File: src/rtl/cvt_w_s_pkg.sv
// Shared FPU definitions: one-hot rounding attributes, operand classes and
// integer saturation constants used by the float-to-integer converter.
package cvt_w_s_pkg;

   // Bit positions inside the one-hot rounding-attribute vector.
   localparam int LAST_RA             = 3;
   localparam int roundTiesToEven     = 0;
   localparam int roundTowardZero     = 1;
   localparam int roundTowardPositive = 2;
   localparam int roundTowardNegative = 3;

   localparam logic [31:0] SAT_POS = 32'h7FFF_FFFF;
   localparam logic [31:0] SAT_NEG = 32'h8000_0000;

   typedef enum logic [2:0] {
      clsZero,
      clsDenorm,
      clsNormal,
      clsInf,
      clsNan
   } fpClass_t;

endpackage

File: src/rtl/cvt_w_s_rshift_sticky.sv
// Right-shift barrel shifter that keeps the first dropped bit as guard and
// ORs every other dropped bit into sticky.
module rshift_sticky
   import cvt_w_s_pkg::*;
#(
   parameter int SIGW = 24,
   parameter int OUTW = 32,
   parameter int SHW  = 5
) (
   input  logic [SIGW-1:0] sig,
   input  logic [SHW-1:0]  shAmt,
   output logic [OUTW-1:0] mag,
   output logic            guard,
   output logic            sticky
);

   localparam int W = OUTW + SIGW;

   logic [W-1:0] wide;

   // The low SIGW bits catch everything shifted out of the integer part.
   assign wide   = {{(OUTW - SIGW){1'b0}}, sig, {SIGW{1'b0}}} >> shAmt;
   assign mag    = wide[W-1:SIGW];
   assign guard  = wide[SIGW-1];
   assign sticky = |wide[SIGW-2:0];

endmodule

File: src/rtl/cvt_w_s.sv
// Three-stage binary32 to signed 32-bit integer converter (cvt.w.s) with
// one-hot rounding attribute, invalid/inexact flags and whole-pipe stall.
module cvt_w_s
   import cvt_w_s_pkg::*;
#(
   parameter int INTn = 32,
   parameter int NEXP = 8,
   parameter int NSIG = 23,
   parameter int BIAS = 127
) (
   input  logic                 clk,
   input  logic                 rst,
   input  logic                 in_valid,
   output logic                 in_ready,
   input  logic [NEXP+NSIG:0]   in_float,
   input  logic [LAST_RA:0]     ra,
   output logic                 out_valid,
   input  logic                 out_ready,
   output logic [INTn-1:0]      out_int,
   output logic                 out_invalid,
   output logic                 out_inexact
);

   localparam int SHW = $clog2(NSIG + 2);
   localparam logic signed [NEXP:0] E_SIG  = (NEXP+1)'(NSIG);
   localparam logic signed [NEXP:0] E_SAT  = (NEXP+1)'(INTn - 1);
   localparam logic signed [NEXP:0] E_ZERO = '0;
   localparam logic signed [NEXP:0] E_NEG1 = '1;

   function automatic logic roundUp(input logic [LAST_RA:0] mode, input logic sgn,
                                    input logic lsb, input logic grd, input logic stk);
      logic up;
      up = (mode[roundTiesToEven] & grd & (lsb | stk))
         | (mode[roundTowardPositive] & ~sgn & (grd | stk))
         | (mode[roundTowardNegative] & sgn & (grd | stk));
      if (mode[roundTowardZero]) up = 1'b0;
      return up;
   endfunction

   // Returns {value, invalid, inexact}; out-of-range saturates positive for both signs.
   function automatic logic [INTn+1:0] finish(input logic sgn, input logic [INTn-1:0] mag,
                                              input logic inc, input logic grd,
                                              input logic stk, input logic ovf);
      logic [INTn:0]   rmag;
      logic [INTn-1:0] val;
      rmag = {1'b0, mag} + {{INTn{1'b0}}, inc};
      if (ovf || (!sgn && rmag > {1'b0, INTn'(SAT_POS)}) || (sgn && rmag > {1'b0, INTn'(SAT_NEG)}))
         return {INTn'(SAT_POS), 1'b1, 1'b0};
      val = sgn ? -rmag[INTn-1:0] : rmag[INTn-1:0];
      return {val, 1'b0, grd | stk};
   endfunction

   logic en;
   assign en       = ~out_valid | out_ready;
   assign in_ready = en;

   // ---- S1: unpack ----
   logic [NEXP-1:0] expField;
   logic [NSIG-1:0] fracField;
   fpClass_t        clsIn;

   assign expField  = in_float[NEXP+NSIG-1:NSIG];
   assign fracField = in_float[NSIG-1:0];

   always_comb begin
      clsIn = clsNormal;
      if (expField == '0)      clsIn = (fracField == '0) ? clsZero : clsDenorm;
      else if (expField == '1) clsIn = (fracField == '0) ? clsInf : clsNan;
   end

   logic                    vld_p1, sign_p1;
   logic signed [NEXP:0]    exp_p1;
   logic [NSIG:0]           sig_p1;
   fpClass_t                cls_p1;
   logic [LAST_RA:0]        ra_p1;

   always_ff @(posedge clk or posedge rst) begin
      if (rst)     vld_p1 <= 1'b0;
      else if (en) vld_p1 <= in_valid;
   end

   always_ff @(posedge clk) begin
      if (en) begin
         sign_p1 <= in_float[NEXP+NSIG];
         exp_p1  <= $signed({1'b0, expField}) - $signed((NEXP+1)'(BIAS));
         sig_p1  <= {expField != '0, fracField};
         cls_p1  <= clsIn;
         ra_p1   <= ra;
      end
   end

   // ---- S2: align ----
   logic [SHW-1:0]  rshAmt;
   logic [NEXP:0]   lshAmt;
   logic [INTn-1:0] rMag, magN;
   logic            rGuard, rSticky, guardN, stickyN, ovfN;

   assign rshAmt = SHW'(E_SIG - exp_p1);
   assign lshAmt = exp_p1 - E_SIG;

   rshift_sticky #(.SIGW(NSIG + 1), .OUTW(INTn), .SHW(SHW)) uShift (
      .sig    (sig_p1),
      .shAmt  (rshAmt),
      .mag    (rMag),
      .guard  (rGuard),
      .sticky (rSticky)
   );

   always_comb begin
      magN    = '0;
      guardN  = 1'b0;
      stickyN = 1'b0;
      ovfN    = 1'b0;
      case (cls_p1)
         clsZero:   ;
         clsDenorm: stickyN = 1'b1;
         clsNormal: begin
            if (exp_p1 > E_SAT)
               ovfN = 1'b1;
            else if (exp_p1 == E_SAT) begin
               // -2^31 is the only representable value at this exponent.
               if (sign_p1 && sig_p1[NSIG-1:0] == '0) magN = INTn'(SAT_NEG);
               else ovfN = 1'b1;
            end
            else if (exp_p1 > E_SIG)
               magN = INTn'(sig_p1) << lshAmt;
            else if (exp_p1 >= E_ZERO) begin
               magN    = rMag;
               guardN  = rGuard;
               stickyN = rSticky;
            end
            else if (exp_p1 == E_NEG1) begin
               guardN  = 1'b1;
               stickyN = |sig_p1[NSIG-1:0];
            end
            else
               stickyN = 1'b1;
         end
         default:   ovfN = 1'b1;
      endcase
   end

   logic             vld_p2, sign_p2, guard_p2, sticky_p2, ovf_p2;
   logic [INTn-1:0]  mag_p2;
   logic [LAST_RA:0] ra_p2;

   always_ff @(posedge clk or posedge rst) begin
      if (rst)     vld_p2 <= 1'b0;
      else if (en) vld_p2 <= vld_p1;
   end

   always_ff @(posedge clk) begin
      if (en) begin
         sign_p2   <= sign_p1;
         mag_p2    <= magN;
         guard_p2  <= guardN;
         sticky_p2 <= stickyN;
         ovf_p2    <= ovfN;
         ra_p2     <= ra_p1;
      end
   end

   // ---- S3: round, negate, saturate ----
   logic [INTn+1:0] res;

   assign res = finish(sign_p2, mag_p2,
                       roundUp(ra_p2, sign_p2, mag_p2[0], guard_p2, sticky_p2),
                       guard_p2, sticky_p2, ovf_p2);

   always_ff @(posedge clk or posedge rst) begin
      if (rst) begin
         out_valid   <= 1'b0;
         out_int     <= '0;
         out_invalid <= 1'b0;
         out_inexact <= 1'b0;
      end
      else if (en) begin
         out_valid <= vld_p2;
         if (vld_p2) begin
            out_int     <= res[INTn+1:2];
            out_invalid <= res[1];
            out_inexact <= res[0];
         end
      end
   end

endmodule

File: config.mk
export PLATFORM = sky130hd
export DESIGN_NAME = cvt_w_s
export DESIGN_NICKNAME = d
export VERILOG_FILES = /design/src/rtl/cvt_w_s_pkg.sv /design/src/rtl/cvt_w_s_rshift_sticky.sv /design/src/rtl/cvt_w_s.sv
export SDC_FILE = /design/constraint.sdc
export NUM_CORES = 1
export LEC_CHECK = 0
export CAP_MARGIN = 40
export CORE_MARGIN = 2
export CORE_UTILIZATION = 45
export CTS_BUF_LIST = sky130_fd_sc_hd__clkbuf_8
export DETAILED_ROUTE_END_ITERATION = 6
export GPL_TIMING_DRIVEN = 0
export SLEW_MARGIN = 10
export SYNTH_ARGS = -nofsm -noshare
export SYNTH_HDL_FRONTEND = slang
export SYNTH_SLANG_ARGS = --single-unit
File: constraint.sdc
create_clock -name clk -period 5.75 [get_ports clk]
set_clock_uncertainty 0.1 [all_clocks]
set_input_delay 0.575 -clock clk [delete_from_list [all_inputs] [get_ports clk]]
set_output_delay 0.575 -clock clk [all_outputs]
set_load 0.01 [all_outputs]
* After elaboration in Yosys (flattened, before gate mapping) *
Cells that the tools add are included.

cells by class
  $add $sub $neg = 5
  order comparisons = 5
  equality and inequality tests = 5
  shifts and indexed selects = 2
  multiplexer cells = 25
  bitwise operators = 14
  reductions and logical operators = 17

operators by type and width
  cell                                                                               number
  32-bit two-way mux                                                                 5
  34-bit two-way mux                                                                 2
  48-bit by 5-bit >> shifter with 56-bit output                                      1
  23-bit zero test                                                                   2
  23-bit OR reduction                                                                2
  32-bit by 1-bit adder with 33-bit output                                           1
  33-bit by 31-bit greater-than comparator with 1-bit output, second input constant  1
  33-bit by 32-bit greater-than comparator with 1-bit output, second input constant  1
  32-bit negation                                                                    1
  24-bit by 9-bit << shifter with 32-bit output                                      1
  9-bit by 6-bit greater-than comparator with 1-bit output, second input constant    2
  1-bit two-way mux                                                                  13
  9-bit by 1-bit equality test with 1-bit output, second input constant              1
  9-bit by 6-bit equality test with 1-bit output, second input constant              1
  9-bit by 1-bit >= comparator with 1-bit output, second input constant              1
  3-bit two-way mux                                                                  3
  8-bit by 7-bit subtractor with 9-bit output, second input constant                 1
  9-bit by 6-bit subtractor with 9-bit output, second input constant                 1
  8-bit equality test, second input constant                                         1
  8-bit zero test                                                                    1
  8-bit nonzero test                                                                 1
  1-bit bitwise AND                                                                  6
  1-bit bitwise OR                                                                   5
  5-bit subtractor, first input constant                                             1
  other kinds (11)                                                                   18

storage, ports and cells
  register bits = 118
  logic and storage cells = 90

* Longest topological paths before layout *
Gate-level depths: netlist of run 1.

  depth after elaboration = 13
  depth in mapped cells = 16
  depth with buffers taken out = 13

* By module *
Synthesis of run 1 repeated with hierarchy kept, for this count alone.

second synthesis, totals
  cell total of the unflattened synthesis = 992
  area, all modules = 9536.6 um^2

by module, submodules not included
  module         times used  cells each  area each (um^2)  sequential area each (um^2)
  cvt_w_s        1           807         7901.3            3358.2
  rshift_sticky  1           185         1635.3            0.0

* Least setup slack after synthesis of run 1 *
OpenSTA, ideal clock, no wires.

  path kind = input to register
  from = in out_ready
  to = reg out_int[10]
  setup time = 121 ps
  arrival time = 3866 ps
  required time = 5529 ps
  slack = 1663 ps
  stages = 6
  cells stage by stage = nand2b_1 > nand2_1 > nor3b_1 > o211ai_2 > buf_6 > o22a_1

between the ends
  longest elaborated chain between the ends = 2

RTL lines
  what                                  line            text
  start: declaration                    cvt_w_s.sv:18   input logic out_ready,
  1-bit bitwise OR                      cvt_w_s.sv:54   assign en = ~out_valid | out_ready;
  2-bit AND reduction (no source line)  n/a
  end signal: assignment                cvt_w_s.sv:180  out_int <= res[INTn+1:2];
  end: declaration                      cvt_w_s.sv:19   output logic [INTn-1:0] out_int,

Every way passes these cells.
A chain may end at the register's enable or synchronous reset.

* Worst setup path in the final report of run 1 *
  from = reg sign_p2
  to = reg out_int[0]

between the ends
  longest elaborated chain between the ends = 13
  elaborated cells on any way between the ends = 20

RTL lines
  what                                                        line            text
  start: declaration                                          cvt_w_s.sv:143  logic vld_p2, sign_p2, guard_p2, sticky_p2, ovf_p2;
  start signal: assignment                                    cvt_w_s.sv:154  sign_p2 <= sign_p1;
  1-bit inverter                                              cvt_w_s.sv:34   | (mode[roundTowardPositive] & ~sgn & (grd | stk))
  1-bit bitwise AND (2 in series)                             cvt_w_s.sv:34
  1-bit bitwise OR                                            cvt_w_s.sv:34
  1-bit bitwise OR                                            cvt_w_s.sv:35   | (mode[roundTowardNegative] & sgn & (grd | stk));
  1-bit two-way mux                                           cvt_w_s.sv:36   if (mode[roundTowardZero]) up = 1'b0;
  32-bit by 1-bit adder with 33-bit output                    cvt_w_s.sv:46   rmag = {1'b0, mag} + {{INTn{1'b0}}, inc};
  33-bit by 31-bit greater-than comparator with 1-bit output  cvt_w_s.sv:47   if (ovf || (!sgn && rmag > {1'b0, INTn'(SAT_POS)}) || (sgn && rmag > {1'b0, INTn'(SAT_NEG)}))
  1-bit logical AND                                           cvt_w_s.sv:47
  1-bit logical OR (2 in series)                              cvt_w_s.sv:47
  1-bit two-way mux                                           cvt_w_s.sv:47
  34-bit two-way mux (*)                                      cvt_w_s.sv:49   val = sgn ? -rmag[INTn-1:0] : rmag[INTn-1:0];

Every way passes the cells marked *; elsewhere a longest branch is shown, timed or not.

==> results of run 1 <==
## cell families after synthesis
group | count (synthesis)
simple gates | 390
compound gates | 235
flops | 118
buf+inv | 91
mux | 86
xor+xnor | 70
fa+ha+maj | 10
## critical path: stages, from the launching register on
cell and delay, ns:
edfxtp_1 0.32, clkbuf_1 0.48, mux2_2 0.28, nor2_1 0.04
nor3_1 0.23, ha_1 0.33, ha_1 0.31, nand4_1 0.30
nor4_4 0.56, nand3_1 0.23, xor2_1 0.19, a2111oi_0 0.79
nand4_1 0.21, o211ai_2 0.25, buf_6 0.22, o22a_1 0.14
## per-layer routing
layer	vias to the layer above	wire length (um)	part of all wire (%)	track usage, %
met5	-	0	0	0
met4	0	1630	5.9	15.3
li1	4017	-	-	-
met2	369	13400	48	43.5
met1	4027	11300	41	30.8
met3	97	1420	5.1	3.13
## power groups by stage
stage / logic [mW] / registers (mW) / clock network (mW)
2_1_floorplan: 1.14 / 1.30 / 0
3_3_place_gp: 1.76 / 1.29 / 0
3_5_place_dp: 1.77 / 1.29 / 0
4_1_cts: 1.78 / 1.27 / 0.804
5_1_grt: 1.95 / 1.29 / 0.840
6_report: 1.80 / 1.27 / 0.793
## how the worst min path moves through the flow
| stage | from | depth (start not counted) | end | slack, ns |
|---|---|---|---|---|
| after floorplan | ra_p1[0] | 0 | ra_p2[0] | 0.30 |
| after global placement | ra_p1[3] | 0 | ra_p2[3] | 0.30 |
| after detailed placement | ra_p1[0] | 0 | ra_p2[0] | 0.31 |
| after CTS | ra_p1[0] | 0 | ra_p2[0] | 0.33 |
| after global routing | ra_p1[3] | 0 | ra_p2[3] | 0.35 |
| final | ra_p1[0] | 0 | ra_p2[0] | 0.33 |
## state kept, by name, indices dropped and copies added, names as in the netlist, 3 cells and up
register and flops:
cls_p1 3, exp_p1 9, mag_p2 32, out_int 32, ra_p1 4, ra_p2 4
sig_p1 24
## metrics by stage
step / hold WS (ns) / cells / worst slack (ns) / util (%)
2_1_floorplan: 0.300 / 1000 / 1.66 / -
3_3_place_gp: 0.304 / 1345 / -0.311 / 51.5
3_5_place_dp: 0.310 / 1347 / 0.854 / 51.7
4_1_cts: 0.330 / 1379 / 0.834 / 53.6
5_1_grt: 0.346 / 1379 / 0.459 / 53.6
6_report: 0.329 / 1379 / 0.705 / 53.6
## final cells by class
| type | count | area, um^2 |
|---|---|---|
| Timing Repair Buffer | 77 | 783 |
| Inverter | 17 | 63.8 |
| Sequential cell | 118 | 3360 |
| Multi-Input combinational cell | 791 | 5640 |
| Clock buffer | 17 | 234 |
| Clock inverter | 15 | 169 |
| Fill cell | 1924 | 9440 |
| Buffer | 74 | 339 |
| Tap cell | 270 | 338 |
## Yosys cell counts, types with 6 or more instances
cell and n:
o22ai_1 21, a21oi_1 54, xnor2_1 43, nand2b_1 8
dfrtp_1 37, buf_1 6, nand4_1 29, buf_2 19
and2_1 12, xor2_1 27, o21a_1 6, nor4_1 19
o31ai_1 11, a211oi_1 10, inv_1 16, edfxtp_1 81
nor2b_1 16, clkbuf_1 42, nand2_1 120, nor3_1 28
mux2_2 17, nand3_1 34, ha_1 10, nor2_1 65
o22a_1 37, and3_1 14, o21ai_0 32, mux4_2 26
mux2i_1 43, or3_1 7
==> flow_summary.toml, run 1 <==
[critical_path]
crit_type = "reg -> reg"
rr_startpoint = "sign_p2"
cp-start-kind = "flop"
crit_end = "out_int[0]"
crit_fanout = 10
reg2reg_setup_slack_ns = 0.71
worstPathRequired_ns = 6.05
startpoint = "sign_p2"
end_kind = "flop"
r2r_cells = 15
r2r-end = "out_int[0]"
cp.arrival_ns = 5.35

[routing]
ant_nets = 0
drtIter0Drc = 649
via_per_inst = 6.17
wl_per_cell_um = 20.1
drt_pass1_iterations = 5
vias = 8510
drc = 0
wirelength_mm = 27.7

[die]
initial_core_util_pct = 46.1
die_y_um = 148
die-width_um = 148
dieArea_um2 = 22000
ios = 76
rows = 52
core_area_um2 = 20400

[cts]
clkLatencyLatePin_ns = 0.46
cts_buffers = 17
cts_tree = "yes"
clock_path_buffers = 2
clock_sinks = 118
cts_root_buf = "clkbuf_8"
cts_resized = 0
post_cts_buffers = 0
clk_pin_slew_ns = 0.08
ctsHoldBuffers = 0
h-tree-depth = 4

[layout]
mostFrequentLayoutCells = "120 x nand2_1, 81 x edfxtp_1, 75 x clkdlybuf4s50_1, 65 x nor2_1, 54 x a21oi_1"
layout_commonest_cell = "nand2_1"
final_cell_area_um2 = 10900
syn_to_final_growth_pct = 16.3
drive_gt1_share_pct = 11.6
final_nets = 1146
antenna_cells = 0

[yosys]
synth-edff-count = 81
synthSimpleGateAreaFrac_pct = 21.8
syn_nets = 1050
yosys.area.top_type = "edfxtp_1"
synth_xor_xnor_area_share_pct = 6.53
yosysWarnings = 0
synth_cell_types = 76
ys_seq_elements = 118
synth_mux_area_share_pct = 12.9
syn_area_um2 = 9390
synthArstFlopShare_pct = 31.4
synth_compound_area_share_pct = 17.5
synth_top_family_by_area = "simple AND/OR/NAND/NOR gates"
synth_top_area_share_pct = 25.9
synth_ff_type = "edfxtp_1"
synth_cells = 1000
syn_area_per_cell_um2 = 9.39
synthAdderAreaFrac_pct = 1.33
ys_top_cells_by_area = "edfxtp_1 26%, dfrtp_1 9.9%, mux4_2 6.2%, nand2_1 4.8%, mux2i_1 4.6%"
ys_seq_area_share_pct = 35.7

[global_routing]
grt_pass1_wl_mm = 43.9
grt_max_degree = 50
grt_pass1_vias = 8172
grtUsageTotal_pct = 25.4
grt_overflow = 0
antenna_found_initial = 0

[timing]
period_needed_ns = 5.04
fin_tns_setup_ns = 0
rsz0062_at_grt = "no"
slew_headroom_pct = 39.5
fin_crit_sh_pct = 87.7
final_max_slew_viol_count = 0
clock.fmax_mhz = 198
worst_pin_slew_ns = 0.884
finalHoldViolCount = 0
finalSetupViolations = 0

[power_and_ir_drop]
ir_worst_vdd_uv = 144
net-switching-power_mw = 1.58
pwr-share-seq_pct = 32.9
power_density_nw_per_um2 = 354
swShare_pct = 40.9
combPwrFrac_pct = 46.6
pwr-share-clk_pct = 20.5
leakage_nw = 3.79
p_int_mw = 2.28
power.total_mw = 3.86

[placement]
dp_hpwl_mm = 21.7
placed_area_um2 = 10500
gp_congestion = 0.969
portBuffers = 75

[status]
outcome = "completed"

[flow_run]
cap_violations = 0

[worst_hold_path]
hp-class = "reg -> reg"
Note: power is estimated with default switching activity, not from simulation.
==> inputs of run 2 (changes only) <==
Settings changed: ABC_CLOCK_PERIOD_IN_PS from default to 5750, CORE_UTILIZATION 45 to 38, GPL_TIMING_DRIVEN 0 to default.
==> run 2 against run 1 <==
Compared with the run above: worst hold slack hardly changed; count of clock-buffer cells in the layout increased by 3; critical path type unchanged; critical path depth fell by 1; via count down 4.5%; non-clock buffer count shrank 54; first-iteration DRC count is 13% higher; sequential power grew 6%; register-to-register slack improved by 0.55 ns; die area grew 18%.
==> flow_summary.toml, run 2 (synthesis results as in run 1) <==
[cts]
cts_tree = "yes"
clkLatencyLatePin_ns = 0.45
cts_buffers = 17
post_cts_buffers = 0
ctsHoldBuffers = 0
clock_path_buffers = 2
clock_sinks = 118
cts_root_buf = "clkbuf_8"
clk_pin_slew_ns = 0.08
cts_resized = 0
h-tree-depth = 4

[die]
dieArea_um2 = 26000
ios = 76
die-width_um = 161
initial_core_util_pct = 38.6
rows = 57
core_area_um2 = 24300
die_y_um = 161

[timing]
finalHoldViolCount = 0
fin_tns_setup_ns = 0
clock.fmax_mhz = 223
final_max_slew_viol_count = 0
finalSetupViolations = 0
slew_headroom_pct = 42.2
fin_crit_sh_pct = 78.2
period_needed_ns = 4.49
rsz0062_at_grt = "no"
worst_pin_slew_ns = 0.867

[routing]
via_per_inst = 5.89
vias = 8127
ant_nets = 0
drc = 0
wirelength_mm = 26.1
wl_per_cell_um = 18.9
drt_pass1_iterations = 5
drtIter0Drc = 734

[placement]
portBuffers = 75
gp_congestion = 0.930
dp_hpwl_mm = 19.7

[layout]
layout_commonest_cell = "nand2_1"
mostFrequentLayoutCells = "120 x nand2_1, 81 x edfxtp_1, 75 x clkdlybuf4s50_1, 65 x nor2_1, 54 x a21oi_1"
final_nets = 1092
drive_gt1_share_pct = 11.7
fillers = 2340
antenna_cells = 0
largestRegisters = "mag_p2 x32, out_int x32, sig_p1 x24"
syn_to_final_growth_pct = 15.8

[critical_path]
worstPathCellList = "mux2_2, nor2_1, nor3_1, ha_1, ha_1, and4_1, nand2_1, nor4b_1, o2111ai_1, a2111oi_0, nand4_1, o211ai_2, buf_4, o22a_1"
cp-start-kind = "flop"
reg2reg_setup_slack_ns = 1.26
crit_fanout = 19
startpoint = "sign_p2"
crit_type = "reg -> reg"
slowest_stage = "a2111oi_0"
r2r_cells = 14
cp.arrival_ns = 4.79
slowest_delay_ns = 0.68
crit_end = "out_int[0]"
r2r-end = "out_int[0]"
crit_top_cell = "ha_1"
end_kind = "flop"
crit_cells = 14
cp_num_buf_inv = 1
rr_startpoint = "sign_p2"
worstPathRequired_ns = 6.04
crit_family = "simple AND/OR/NAND/NOR gates"

[global_routing]
grt-busiest-layer = "met2"
grt_use_met1_pct = 27.2
antenna_found_initial = 0
grt_pass1_wl_mm = 41.7
grt_overflow = 0
met2_usage_pct = 33.5
grtUsageTotal_pct = 20.2
grt_pass1_vias = 7717
met3_usage_pct = 2.85
grt_max_degree = 56

[power_and_ir_drop]
leakage_nw = 3.75
power_density_nw_per_um2 = 357
ir_worst_vdd_uv = 209
power.total_mw = 3.88

[worst_hold_path]
holdPathStages = 0
min_from = "ra_p1[0]"
hp-class = "reg -> reg"

[status]
outcome = "completed"

[flow_run]
cap_violations = 0
run 2: cell type report:
type / count / area (um^2) / area share, %
clock inverters: 12 / 174 / 1.60
repair buffers: 97 / 943 / 8.67
clock buffers: 20 / 275 / 2.53
inverters: 17 / 63.8 / 0.586
well taps: 324 / 405 / 3.73
multi-input cells: 791 / 5660 / 52.0
flip-flops and latches: 118 / 3360 / 30.9
run 2: power breakdown:
part	switching (mW)	internal, mW
registers	0.220	1.12
logic	0.908	0.757
clock network	0.366	0.508
run 2: per-layer routing:
metal,part of all wire [%],wire length (um)
met1,45,11600
met2,48,12600
met3,4.6,1210
met4,2.4,636
met5,0,0
run 2: worst min-delay path by stage:
stage                to  slack (ns)
6_report       ra_p2[0]        0.33
4_1_cts        ra_p2[0]        0.33
5_1_grt        ra_p2[0]        0.35
3_5_place_dp   ra_p2[0]        0.31
2_1_floorplan  ra_p2[0]        0.30
3_3_place_gp   ra_p2[2]        0.31
run 2: worst register-to-register path, delay by kind of cell, from the launching register on:
family | cells | cell delay [ns]
adder cells (fa/ha/maj) | 2 | 0.61
buffers and inverters | 1 | 0.36
AND/OR/NAND/NOR | 6 | 1.37
multiplexers | 1 | 0.25
AO/OA/AOI/OAI | 4 | 1.34
flip-flops | 1 | 0.39
run 2: through the flow:
step / setup WS, ns / hold WS (ns) / area (um^2) / cells / utilization [%]
finish: 1.26 / 0.329 / 10900 / 1379 / 44.7
global route: 0.991 / 0.345 / 10900 / 1379 / 44.7
CTS: 1.31 / 0.331 / 10900 / 1379 / 44.7
detailed placement: 1.34 / 0.311 / 10400 / 1347 / 42.9
global placement: 1.48 / 0.307 / 10400 / 1343 / 42.7
floorplan: 1.66 / 0.300 / 9390 / 1000 / -
==> inputs of run 3 (changes only) <==
Settings changed: ABC_CLOCK_PERIOD_IN_PS 5750 to 4500.
Clock period 5.75 ns to 4.5 ns, I/O delays scaled along.
==> run 3 against run 2 <==
Compared with the run above: combinational power grew 29%; sequential power rose by 26%; critical path type unchanged; largest cell class unchanged; critical endpoint is now out_int[20]; via count grew 0.21%; highest routed layer unchanged; global-route usage barely moved; final area increased by 0.29%; maximum frequency increased by 9.5%; flip-flop and latch count unchanged.
==> flow_summary.toml, run 3 (synthesis results as in run 1) <==
[critical_path]
cp-start-kind = "flop"
crit_type = "reg -> reg"
crit_top_cell = "ha_1"
worstPathRequired_ns = 4.79
cp.arrival_ns = 4.39
r2r_cells = 13
end_kind = "flop"
cp_num_buf_inv = 0
crit_family = "compound AO/OA/AOI/OAI gates"
slowest_delay_ns = 0.49
worstPathCellList = "mux2_2, nor2_1, nor3_1, ha_1, ha_1, and4_1, a32o_1, o211ai_1, a211oi_1, nand3_2, o31ai_1, xor2_1, o22a_1"
crit_cells = 13
crit_fanout = 8
slowest_stage = "a211oi_1"

[layout]
drive_gt1_share_pct = 11.9
mostFrequentLayoutCells = "120 x nand2_1, 81 x edfxtp_1, 75 x clkdlybuf4s50_1, 65 x nor2_1, 54 x a21oi_1"
layout_commonest_cell = "nand2_1"
antenna_cells = 0
fillers = 2391
largestRegisters = "mag_p2 x32, out_int x32, sig_p1 x24"
syn_to_final_growth_pct = 16.2
final_cell_area_um2 = 10900
seq_area_um2 = 3360
postLayoutCoreUtil_pct = 44.9
multiInputGateArea_um2 = 5670
final_nets = 1097

[placement]
gp_congestion = 0.943
dp_hpwl_mm = 19.6
placed_area_um2 = 10400
portBuffers = 75

[die]
die-width_um = 161
die_y_um = 161
rows = 57
core_area_um2 = 24300
ios = 76
initial_core_util_pct = 38.6
dieArea_um2 = 26000

[routing]
vias = 8144
drtIter0Drc = 719
drt_pass1_iterations = 6
ant_nets = 0
drc = 0
wl_per_cell_um = 18.8
wirelength_mm = 26.0
via_per_inst = 5.89

[flow_run]
cap_violations = 0

[global_routing]
grtUsageTotal_pct = 20.2
grt_max_degree = 52
grt_pass1_vias = 7786
grt_pass1_wl_mm = 42.0
grt_overflow = 0
antenna_found_initial = 0

[power_and_ir_drop]
leakage_nw = 3.77
power_density_nw_per_um2 = 456
ir_worst_vdd_uv = 206
power.total_mw = 4.98

[timing]
final_max_slew_viol_count = 0
fin_tns_setup_ns = 0
finalHoldViolCount = 0
period_needed_ns = 4.10
fin_crit_sh_pct = 91.2
finalSetupViolations = 0
worst_pin_slew_ns = 0.698
clock.fmax_mhz = 244
slew_headroom_pct = 53.5
rsz0062_at_grt = "no"

[cts]
clkLatencyLatePin_ns = 0.45
h-tree-depth = 4
cts_tree = "yes"
cts_root_buf = "clkbuf_8"
clk_pin_slew_ns = 0.09
cts_buffers = 17
clock_path_buffers = 2
clock_sinks = 118

[status]
outcome = "completed"

[worst_hold_path]
hp-class = "in -> async"
==> run 3: path summary, 6_finish.rpt <==
path | slack [ns] | start | endpoint
max | 0.40 | sign_p2 | out_int[20]
min | 0.31 | rst | out_int[26]
max reg2reg | 0.40 | sign_p2 | out_int[20]
min reg2reg | 0.32 | ra_p1[0] | ra_p2[0]
max in group asynchronous | 3.66 | rst | out_int[8]
min in group clk | 0.32 | ra_p1[0] | ra_p2[0]
==> run 3: timing repair <==
action                     CTS  global route
hold endpoints to repair     0             0
resized for setup            0             4
hold buffers                 0             0
setup endpoints to repair    0            34
buffers inserted             0             3
==> run 3: per-layer routing <==
metal / GRT usage [%] / up-vias / wire length, um
met5: 0 / - / 0
met1: 26.9 / 3889 / 11300
met4: 8.08 / 0 / 784
li1: - / 3909 / -
met2: 33.3 / 293 / 12400
met3: 2.93 / 53 / 1440
==> run 3: final cells by class <==
class                           count  share of cell area, %
Multi-Input combinational cell    791                   51.9
Timing Repair Buffer              102                   8.93
Sequential cell                   118                   30.8
Tap cell                          324                   3.71
Clock buffer                       17                   2.14
Clock inverter                     14                   1.91
Inverter                           17                  0.585
==> run 3: metrics by stage <==
step | setup slack [ns] | std cells | hold WS [ns]
global placement | 0.446 | 1346 | 0.302
finish | 0.396 | 1383 | 0.305
floorplan | 0.538 | 1000 | 0.300
detailed placement | 0.306 | 1349 | 0.305
CTS | 0.301 | 1380 | 0.305
global route | 0.0773 | 1383 | 0.339
==> run 3: tightest hold or removal path, cell delays in order <==
cell,delay (ns)
clkdlybuf4s50_1,0.40
inv_1,0.05
buf_4,0.40
==> run 3: report_power, final <==
| part | internal [mW] | switching (mW) |
|---|---|---|
| Sequential | 1.43 | 0.260 |
| Clock | 0.654 | 0.477 |
| Combinational | 0.972 | 1.18 |
